### src/rtl/md4_pkg.sv
// Shared MD4 definitions: round constants, shift and message-word tables,
// FSM state type and the standard initial chaining value.
package md4_pkg;

  typedef enum logic [1:0] {
    ST_IDLE   = 2'd0,
    ST_RUN    = 2'd1,
    ST_FINISH = 2'd2
  } md4_state_e;

  localparam logic [31:0] K_R1 = 32'h00000000;
  localparam logic [31:0] K_R2 = 32'h5A827999;
  localparam logic [31:0] K_R3 = 32'h6ED9EBA1;

  // Packing {D, C, B, A}, A in the low word.
  localparam logic [127:0] MD4_IV = {32'h10325476, 32'h98badcfe, 32'hefcdab89, 32'h67452301};

  localparam logic [4:0] S_R1 [4] = '{5'd3, 5'd7, 5'd11, 5'd19};
  localparam logic [4:0] S_R2 [4] = '{5'd3, 5'd5, 5'd9,  5'd13};
  localparam logic [4:0] S_R3 [4] = '{5'd3, 5'd9, 5'd11, 5'd15};

  localparam logic [3:0] IDX_R2 [16] = '{4'd0, 4'd4, 4'd8, 4'd12, 4'd1, 4'd5, 4'd9, 4'd13,
                                         4'd2, 4'd6, 4'd10, 4'd14, 4'd3, 4'd7, 4'd11, 4'd15};
  localparam logic [3:0] IDX_R3 [16] = '{4'd0, 4'd8, 4'd4, 4'd12, 4'd2, 4'd10, 4'd6, 4'd14,
                                         4'd1, 4'd9, 4'd5, 4'd13, 4'd3, 4'd11, 4'd7, 4'd15};

  typedef struct packed {
    logic [1:0]  rnd;
    logic [3:0]  widx;
    logic [4:0]  shamt;
    logic [31:0] kconst;
  } step_cfg_t;

  // Per-step selection of round function, message word, rotation and constant.
  function automatic step_cfg_t step_cfg(input logic [5:0] step);
    step_cfg_t cfg;
    cfg.rnd = step[5:4];
    case (step[5:4])
      2'd0: begin
        cfg.widx   = step[3:0];
        cfg.shamt  = S_R1[step[1:0]];
        cfg.kconst = K_R1;
      end
      2'd1: begin
        cfg.widx   = IDX_R2[step[3:0]];
        cfg.shamt  = S_R2[step[1:0]];
        cfg.kconst = K_R2;
      end
      2'd2: begin
        cfg.widx   = IDX_R3[step[3:0]];
        cfg.shamt  = S_R3[step[1:0]];
        cfg.kconst = K_R3;
      end
      default: begin
        cfg.widx   = 4'd0;
        cfg.shamt  = 5'd0;
        cfg.kconst = 32'h00000000;
      end
    endcase
    return cfg;
  endfunction

endpackage

### src/rtl/md4_step.sv
// One combinational MD4 step: returns (A + f(B,C,D) + X + K) rotated left by s.
module md4_step
  import md4_pkg::*;
(
  input  logic [31:0] a_i,
  input  logic [31:0] b_i,
  input  logic [31:0] c_i,
  input  logic [31:0] d_i,
  input  logic [31:0] x_i,
  input  logic [31:0] k_i,
  input  logic [4:0]  s_i,
  input  logic [1:0]  rnd_i,
  output logic [31:0] new_o
);

  logic [31:0] f_s;
  logic [31:0] sum_s;

  // Round-dependent boolean function, then add and rotate
  always_comb begin
    f_s = 32'h00000000;
    case (rnd_i)
      2'd0:    f_s = (b_i & c_i) | (~b_i & d_i);
      2'd1:    f_s = (b_i & c_i) | (b_i & d_i) | (c_i & d_i);
      2'd2:    f_s = b_i ^ c_i ^ d_i;
      default: f_s = 32'h00000000;
    endcase
    sum_s = a_i + f_s + x_i + k_i;
    new_o = (sum_s << s_i) | (sum_s >> (6'd32 - {1'b0, s_i}));
  end

endmodule

### src/rtl/md4_round_engine.sv
// Iterative MD4 compression engine running UNROLL chained steps per clock.
// Define MD4_FEEDFORWARD_EN to add the input chaining value to the result.
module md4_round_engine
  import md4_pkg::*;
#(
  parameter int NUM_ROUNDS = 3,
  parameter int UNROLL     = 1
) (
  input  logic         clk,
  input  logic         rst_n,
  input  logic         start,
  input  logic [127:0] state_in,
  input  logic [511:0] msg_in,
  output logic         busy,
  output logic         done,
  output logic [127:0] state_out
);

  localparam int         TOTAL_STEPS = 16 * NUM_ROUNDS;
  localparam logic [5:0] LAST_BASE   = 6'(TOTAL_STEPS - UNROLL);
  localparam logic [5:0] STEP_INC    = 6'(UNROLL);

  md4_state_e   state_q, state_d;
  logic [5:0]   step_q, step_d;
  logic [127:0] abcd_q, abcd_d;
  logic [511:0] msg_q, msg_d;
  logic [127:0] out_q, out_d;
  logic         busy_q, busy_d;
  logic         done_q, done_d;
  logic         accept_s;
  logic [127:0] result_s;
  logic [127:0] chain_s [UNROLL+1];

  assign chain_s[0] = abcd_q;

  for (genvar j = 0; j < UNROLL; j++) begin : g_step
    step_cfg_t   cfg_s;
    logic [31:0] new_s;

    assign cfg_s = step_cfg(step_q + 6'(j));

    md4_step u_step (
      .a_i   (chain_s[j][31:0]),
      .b_i   (chain_s[j][63:32]),
      .c_i   (chain_s[j][95:64]),
      .d_i   (chain_s[j][127:96]),
      .x_i   (msg_q[{cfg_s.widx, 5'd0} +: 32]),
      .k_i   (cfg_s.kconst),
      .s_i   (cfg_s.shamt),
      .rnd_i (cfg_s.rnd),
      .new_o (new_s)
    );

    // (A,B,C,D) <= (D,new,B,C)
    assign chain_s[j+1] = {chain_s[j][95:64], chain_s[j][63:32], new_s, chain_s[j][127:96]};
  end

  // done is still high in the first IDLE cycle, so a start there is dropped
  assign accept_s = (state_q == ST_IDLE) && start && !done_q;

`ifdef MD4_FEEDFORWARD_EN
  logic [127:0] iv_q;

  // Chaining value captured at acceptance for the final word-wise addition
  always_ff @(posedge clk or negedge rst_n) begin
    if (!rst_n) begin
      iv_q <= 128'd0;
    end else if (accept_s) begin
      iv_q <= state_in;
    end else begin
      iv_q <= iv_q;
    end
  end

  assign result_s = {abcd_q[127:96] + iv_q[127:96], abcd_q[95:64] + iv_q[95:64],
                     abcd_q[63:32]  + iv_q[63:32],  abcd_q[31:0]  + iv_q[31:0]};
`else
  assign result_s = abcd_q;
`endif

  // Next-state logic for the IDLE/RUN/FINISH sequencer and datapath
  always_comb begin
    state_d = state_q;
    step_d  = step_q;
    abcd_d  = abcd_q;
    msg_d   = msg_q;
    out_d   = out_q;
    case (state_q)
      ST_IDLE: begin
        if (accept_s) begin
          abcd_d  = state_in;
          msg_d   = msg_in;
          step_d  = 6'd0;
          state_d = ST_RUN;
        end else begin
          state_d = ST_IDLE;
        end
      end
      ST_RUN: begin
        abcd_d = chain_s[UNROLL];
        if (step_q == LAST_BASE) begin
          step_d  = 6'd0;
          state_d = ST_FINISH;
        end else begin
          step_d  = step_q + STEP_INC;
          state_d = ST_RUN;
        end
      end
      ST_FINISH: begin
        out_d   = result_s;
        state_d = ST_IDLE;
      end
      default: begin
        step_d  = 6'd0;
        state_d = ST_IDLE;
      end
    endcase
    busy_d = (state_d != ST_IDLE);
    done_d = (state_q == ST_FINISH);
  end

  // State and output registers
  always_ff @(posedge clk or negedge rst_n) begin
    if (!rst_n) begin
      state_q <= ST_IDLE;
      step_q  <= 6'd0;
      abcd_q  <= 128'd0;
      msg_q   <= 512'd0;
      out_q   <= 128'd0;
      busy_q  <= 1'b0;
      done_q  <= 1'b0;
    end else begin
      state_q <= state_d;
      step_q  <= step_d;
      abcd_q  <= abcd_d;
      msg_q   <= msg_d;
      out_q   <= out_d;
      busy_q  <= busy_d;
      done_q  <= done_d;
    end
  end

  assign busy      = busy_q;
  assign done      = done_q;
  assign state_out = out_q;

endmodule

### config.mk
export PLATFORM = sky130hd
export DESIGN_NAME = md4_round_engine
export DESIGN_NICKNAME = d
export VERILOG_FILES = /design/src/rtl/md4_pkg.sv /design/src/rtl/md4_step.sv /design/src/rtl/md4_round_engine.sv
export SDC_FILE = /design/constraint.sdc
export NUM_CORES = 2
export LEC_CHECK = 0
export ABC_AREA = 1
export ABC_CLOCK_PERIOD_IN_PS = 13900
export CAP_MARGIN = 15
export CORE_MARGIN = 3
export CORE_UTILIZATION = 40
export DETAILED_ROUTE_END_ITERATION = 10
export PLACE_DENSITY = 0.72
export SYNTH_ARGS = -nofsm -noshare
export SYNTH_HDL_FRONTEND = slang
export SYNTH_SLANG_ARGS = --single-unit
### constraint.sdc
create_clock -name clk -period 13.9 [get_ports clk]
set_input_delay 4.17 -clock clk [delete_from_list [all_inputs] [get_ports clk]]
set_output_delay 4.17 -clock clk [all_outputs]
set_load 0.02 [all_outputs]
-- Word-level counts from Yosys, hierarchy flattened
Memories as Yosys holds them, arrays and structs flattened.
Index checks and enable logic that the tools add are counted.
- flip-flop bits (word level): 778
- bits in read-only memories: 128
- input bits: 643
- output and inout bits: 130
- word-level logic and storage cells: 72
- memories: 2
- memory list (name ; words ; bits a word ; rd ports ; clocked after Yosys merged registers in ; wr ports ; RTL line ; text):
    (name not given) ; 16 ; 4 ; 1 ; 0 ; 0 ; md4_pkg.sv:50 ; cfg.widx = IDX_R3[step[3:0]];
    (name not given) ; 16 ; 4 ; 1 ; 0 ; 0 ; md4_pkg.sv:45 ; cfg.widx = IDX_R2[step[3:0]];
- $add $sub $neg: 5
- order comparisons: 2
- eq/ne operators: 6
- shift-type cells: 3
- mux-type cells: 23
- bitwise logic cells: 14
- reduce and logical (&&, ||, !) cells: 10
- operator list (operator ; number):
    512-bit by 10-bit indexed part select with 32-bit output ; 1
    128-bit one-hot mux with 2 select lines ; 1
    32-bit bitwise AND ; 4
    128-bit two-way mux ; 1
    32-bit OR ; 4
    41-bit one-hot mux with 3 select lines ; 1
    32-bit adder ; 3
    32-bit one-hot mux with 3 select lines ; 1
    32-bit bitwise XOR ; 2
    32-bit inverter ; 1
    32-bit by 5-bit left shift with 32-bit output ; 1
    32-bit by 6-bit >> shifter with 32-bit output ; 1
    5-bit binary-select mux with 2-bit select ; 3
    5-bit two-way mux ; 6
    6-bit one-hot mux with 3 select lines ; 1
    4-bit two-way mux ; 4
    6-bit two-way mux ; 2
    6-bit by 1-bit adder with 6-bit output, second input constant ; 1
    6-bit equality test, second input constant ; 1
    2-bit AND reduction ; 3
    6-bit by 5-bit subtractor with 6-bit output, first input constant ; 1
    5-bit greater-or-equal comparator, second input constant ; 1
    4-bit inverter with 5-bit output ; 1
    2-bit by 1-bit equality test with 1-bit output, second input constant ; 2
    12 further kinds ; 16

-- Logic depth before layout (Yosys ltp)
- word-level depth: 11
- depth in mapped cells: 41
- gate-level depth less buffers: 37

-- Modules after synthesis
Synthesis repeated with hierarchy kept, for this count alone.
- cells, all modules: 5756
- area total of the unflattened synthesis: 45396.0 um2
- by module, submodules not included (module ; instances ; cells an instance ; area each (um2) ; sequential area each (um2)):
    md4_round_engine ; 1 ; 4177 ; 36376.1 ; 19468.7
    md4_step ; 1 ; 1579 ; 9019.9 ; 0.0

-- Least setup slack after synthesis
No wires, ideal clock.
- path kind: input port to flip-flop
- start point: in start
- end point: reg abcd_q[64]
- setup time: 0.135 ns
- arrival: 5.516 ns
- required time: 13.765 ns
- setup slack: 8.249 ns
- stages: 7
- path buffers: 2
- path through: inv_1 -> nor4_2 -> nor2_1 -> inv_1 -> buf_2 -> buf_1 -> o211ai_1
- word-level cells in the longest chain between the ends: 4
- RTL lines (what ; RTL line ; text):
    start, declared ; md4_round_engine.sv:11 ; input logic start,
    1-bit logical AND (2 in a row) ; md4_round_engine.sv:59 ; assign accept_s = (state_q == ST_IDLE) && start && !done_q;
    2-bit inequality test (no source line) ; -- ;
    2-bit AND reduction (no source line) ; -- ;
    end signal, assigned ; md4_round_engine.sv:127 ; abcd_q <= 128'd0;
    end signal, assigned ; md4_round_engine.sv:135 ; abcd_q <= abcd_d;
    end, declared ; md4_round_engine.sv:25 ; logic [127:0] abcd_q, abcd_d;
Every way passes these cells.
A chain may end at the register's enable or synchronous reset.

-- Worst setup path in the final report
- start point: reg step_q[4]
- end point: reg abcd_q[33]
- word-level cells in the longest chain between the ends: 8
- elaborated cells on any way between the ends: 14
- those cells by class: 4 x add/sub; 2 x eq/ne; 3 x shift; 3 x mux; 1 x bitwise; 1 x reduce/logical
- RTL lines (what ; RTL line ; text):
    start, declared ; md4_round_engine.sv:24 ; logic [5:0] step_q, step_d;
    start signal, assigned ; md4_round_engine.sv:134 ; step_q <= step_d;
    2-bit equality test (tied with other cells) ; md4_pkg.sv:38, md4_step.sv:22 ;
    41-bit one-hot mux with 3 select lines / 32-bit one-hot mux with 3 select lines (equally long branches) ; md4_pkg.sv:38, md4_step.sv:22 ;
    512-bit by 10-bit indexed part select with 32-bit output / 32-bit adder (equally long branches) ; md4_round_engine.sv:47, md4_step.sv:28 ;
    32-bit adder (2 in a row) ; md4_step.sv:28 ; sum_s = a_i + f_s + x_i + k_i;
    32-bit by 6-bit >> shifter with 32-bit output / 32-bit by 5-bit left shift with 32-bit output (equally long branches) ; md4_step.sv:29 ; new_o = (sum_s << s_i) | (sum_s >> (6'd32 - {1'b0, s_i}));
    32-bit OR * ; md4_step.sv:29 ;
    128-bit one-hot mux with 2 select lines * ; md4_round_engine.sv:88 ; case (state_q)
Mark *: on every way between the ends. The rest lies on a longest branch, timed or not.

==> flow_results.org <==
** Outcome
- Result of the run :: finished clean

** Final layout
- Summing all multi-input logic gate instances after layout gives 20260 um^2.
- The library cell used most frequently in the layout, excluding fill and tap cells, is sky130_fd_sc_hd__nand2_1.
- Register area :: 19470 um^2
- Compared with the post-synthesis result, the final layout area differs by 28.16%.
- In the final layout, the share of cells above drive strength 1 is 4.239%.
- Net count, final :: 6978
- In the layout the commonest cells are sky130_fd_sc_hd__nand2_1 (2377), sky130_fd_sc_hd__dfrtp_1 (778), sky130_fd_sc_hd__clkdlybuf4s50_1 (771).
- Counting the fill cells in the layout gives 10000.

** Yosys
- For this run, the register share of the synthesized area comes to 46.18%.
- In the synthesized netlist the dominant register cell turns out to be sky130_fd_sc_hd__dfrtp_1.
- The mapped netlist covers 42160 um^2.
- Yosys reg bits :: 778
- Of the total synthesized cell area, the portion taken by AND, OR, NAND and NOR gates is 30.43%.
- Fraction of the mapped netlist area in compound gates :: 11.80%
- Count of flip-flops with a built-in enable after synthesis :: 0
- Multiplexer fraction of the synthesized cell area :: 0.02374%
- Syn Nets :: 6390
- In the synthesized netlist the async set-or-reset flop fraction comes to 100.0%.
- Xor and xnor fraction of the mapped netlist area :: 0.1454%
- Counting distinct cell types in the post-synthesis netlist gives 52.
- Yosys synthesis warning count :: 0
- Averaged over all synthesized cells, the footprint is 7.512 um^2.
- By area, the combinational part of the netlist is dominated by simple AND/OR/NAND/NOR gates.
- In the synthesized netlist, the number of instances is 5612.
- Adder-cell share of the synthesized area :: 5.556%

** Setup path
- In this run the critical register-to-register path is captured at abcd_q[33].
- At the worst endpoint, the arrival time is 9640 ps.
- The critical path in this run is classified as reg -> reg.
- Buffers and inverters on the worst path :: 8
- Setup slack on the worst reg-to-reg path comes out at 4830 ps.
- For this run, the slowest stage of the critical path takes 820 ps.
- Maximum fanout along the worst path :: 98
- Measured in cells, the most critical reg-to-reg path has a length of 34.
- The cell family contributing the most delay on the critical path is buffers and inverters.
- The startpoint identified for the worst register-to-register timing path is step_q[4].
- Most repeated library cell on the critical path :: sky130_fd_sc_hd__nand2_1
- CP Data Required Time :: 14470 ps
- Crit path launch type :: register
- The largest individual stage delay along the critical path comes from the cell sky130_fd_sc_hd__inv_4.
- STA classifies the critical path endpoint as a register.

** STA
- In the finished design, the share of the clock period the worst path needs comes to 65.28%.
- Based on the critical path, the design can be clocked at up to 110.2 MHz.
- The hold violation total from the final report was 0.
- Setup-violating endpoint count in the final report :: 0
- Transition time of the tightest slew-check pin :: 1300 ps
- Max Slew Vio Count :: 0
- Unrepaired setup endpoints after global routing :: false
- Clock Skew :: 33.91 ps
- Aggregate negative setup slack :: 0 ps
- The smallest clock period supported by the final layout is computed as 9074 ps.
- Worst max-slew margin expressed relative to the limit :: 12.25%

** Global route
- Summed over all layers, the global routing overflow is 0.
- Entering global routing, the biggest net connects 221 pins.
- Global routing consumed, over all layers together, 32.54% of the routing resources.
- Via count of the first global-routing pass :: 40350
- Global-route wire length before repair :: 263700 um
- The number of antenna violations at the first check in global routing came to 24.

** Clocking
- Source-to-sink clock delay at the later pin of the worst-skew pair :: 690 ps
- Clock-pin slew of the registers on the worst-case setup and hold paths :: 60 ps
- The H-tree was split into 3 levels.
- Clk sink count :: 778
- Buffers inserted during post-CTS setup optimization :: 0
- The number of gates resized after CTS was 0.
- Clock tree synthesis inserted a total of 88 buffers.
- No sink is reached through more buffers than the 3 on the longest clock path.
- Number of hold buffers added after cts :: 0
- In this run the clock root is driven by a sky130_fd_sc_hd__clkbuf_16.
- CTS tree :: yes

** Routing
- The detailed router placed 41590 vias in this run.
- Drt initial violations :: 4432
- Detailed Routing Iterations Pass 1 :: 6
- DRC violation count after routing :: 0
- Post-detailed-route count of antenna-violating nets :: 0
- Dividing the detail-routed via count by the number of cells gives 5.418.
- Routed WL per cell :: 23.65 um
- Total wire length after detailed routing :: 181500 um

** Floorplanning
- Die span in y :: 330.7 um
- The die is 330.7 um wide.
- Count of boundary I/O pins :: 773
- Initial Utilization :: 40.50%
- Row generation in the floorplan step produced 118 rows.
- Std-Cell Core Area :: 104100 um^2
- The die covers 109300 um^2.

** Place
- Once detailed placement completed, the half-perimeter wirelength came to 136000 um.
- Quantity of I/O buffers inserted on ports :: 772
- Routability cong. :: 0.9744

** Min path
- In this run the worst hold path is classified as reg -> reg.
- WHS Endpoint :: msg_q[505]
- In this run the most critical hold path is launched from msg_q[505].
- The worst hold path passes through 2 cells.

** Flow run
- Max-cap violations in this run came to 0.
==> how the worst max path moves through the flow <==
stage          startpoint  slack [ps]  cells after the start          to
4_1_cts         step_q[4]        4850                     30  abcd_q[61]
6_report        step_q[4]        4830                     34  abcd_q[33]
2_1_floorplan       start        8250                      7  abcd_q[64]
3_5_place_dp    step_q[4]        4870                     30  abcd_q[61]
3_3_place_gp    step_q[4]        4990                     30  abcd_q[61]
5_1_grt         step_q[4]        4160                     34  abcd_q[33]
==> cells by family (layout without fill, tap and decap cells) <==
kind of cell	after synthesis	after routing
AO/OA/AOI/OAI	804	804
adder cells (fa/ha/maj)	135	135
buffers and inverters	630	1293
other	0	21
XOR/XNOR	7	7
AND/OR/NAND/NOR	3257	3257
multiplexers	1	1
flip-flops	778	778
==> Yosys cell counts, types with 4 or more instances <==
library cell                  n  area (um^2)
sky130_fd_sc_hd__inv_1      279         1047
sky130_fd_sc_hd__nand2_2      5        31.28
sky130_fd_sc_hd__o21ai_1     29        145.1
sky130_fd_sc_hd__a22oi_1     69        518.0
sky130_fd_sc_hd__buf_4        4        30.03
sky130_fd_sc_hd__fa_1        87         1742
sky130_fd_sc_hd__nor2_2       4        25.02
sky130_fd_sc_hd__nand3_1    276         1381
sky130_fd_sc_hd__nand2_1   2378         8926
sky130_fd_sc_hd__a31oi_1      8        50.05
sky130_fd_sc_hd__nor3_1      13        65.06
sky130_fd_sc_hd__a21oi_1     95        475.5
sky130_fd_sc_hd__nor2_1     521         1956
sky130_fd_sc_hd__nand3_2      6        60.06
sky130_fd_sc_hd__xor2_1       4        35.03
sky130_fd_sc_hd__dfrtp_1    778        19470
sky130_fd_sc_hd__nand4_1     33        206.5
sky130_fd_sc_hd__nand3b_1     5        37.54
sky130_fd_sc_hd__o32ai_1     62        543.0
sky130_fd_sc_hd__buf_2       67        335.3
sky130_fd_sc_hd__inv_2       12        45.04
sky130_fd_sc_hd__o211ai_1   100        750.7
sky130_fd_sc_hd__nor2_4       4        45.04
sky130_fd_sc_hd__o311ai_0    60        525.5
sky130_fd_sc_hd__ha_1        48        600.6
sky130_fd_sc_hd__buf_1       11        41.29
sky130_fd_sc_hd__clkbuf_1   255        957.2
sky130_fd_sc_hd__o21ai_0    362         1812
==> worst min-delay path, cell delays in order (launching register included) <==
cell	delay, ps
sky130_fd_sc_hd__dfrtp_1	340
sky130_fd_sc_hd__nand2_1	50
sky130_fd_sc_hd__nand2_1	50
==> sequential cells by signal (all words and copies together), names as in the netlist <==
register,flops
msg_q,512
abcd_q,128
state_out,128
step_q,6
state_q,2
busy,1
done,1
==> routing by layer <==
metal,up-vias,global-route usage (%),wire [um]
met1,20100,41.45,71630
met2,1842,53.35,86000
met4,14,16.35,10120
met5,-,0,97
li1,19280,-,-
met3,357,5.709,13700
==> metrics by stage <==
step / utilization [%] / cell area (um^2) / std cells / worst slack, ps / hold slack [ps]
2_1_floorplan: - / 42160 / 5612 / 8249 / 436.7
3_3_place_gp: 48.86 / 50850 / 7490 / 4990 / 447.9
3_5_place_dp: 48.86 / 50850 / 7490 / 4873 / 453.4
4_1_cts: 51.86 / 53980 / 7655 / 4853 / 467.4
5_1_grt: 51.89 / 54010 / 7667 / 4164 / 482.1
6_report: 51.91 / 54030 / 7676 / 4826 / 465.2
==> layout make-up <==
| class | count | share of cell area [%] |
|---|---|---|
| sequential | 778 | 36.03 |
| clock inverter | 42 | 1.021 |
| multi-input combinational | 4204 | 37.50 |
| timing repair buffer | 836 | 15.32 |
| inverter | 292 | 2.068 |
| antenna | 21 | 0.09726 |
| tap | 1380 | 3.196 |
| clock buffer | 123 | 4.766 |
Power is left out: the tool's default activity adds up to more than one toggle a clock period on the data nets, which glitch-free logic cannot reach.
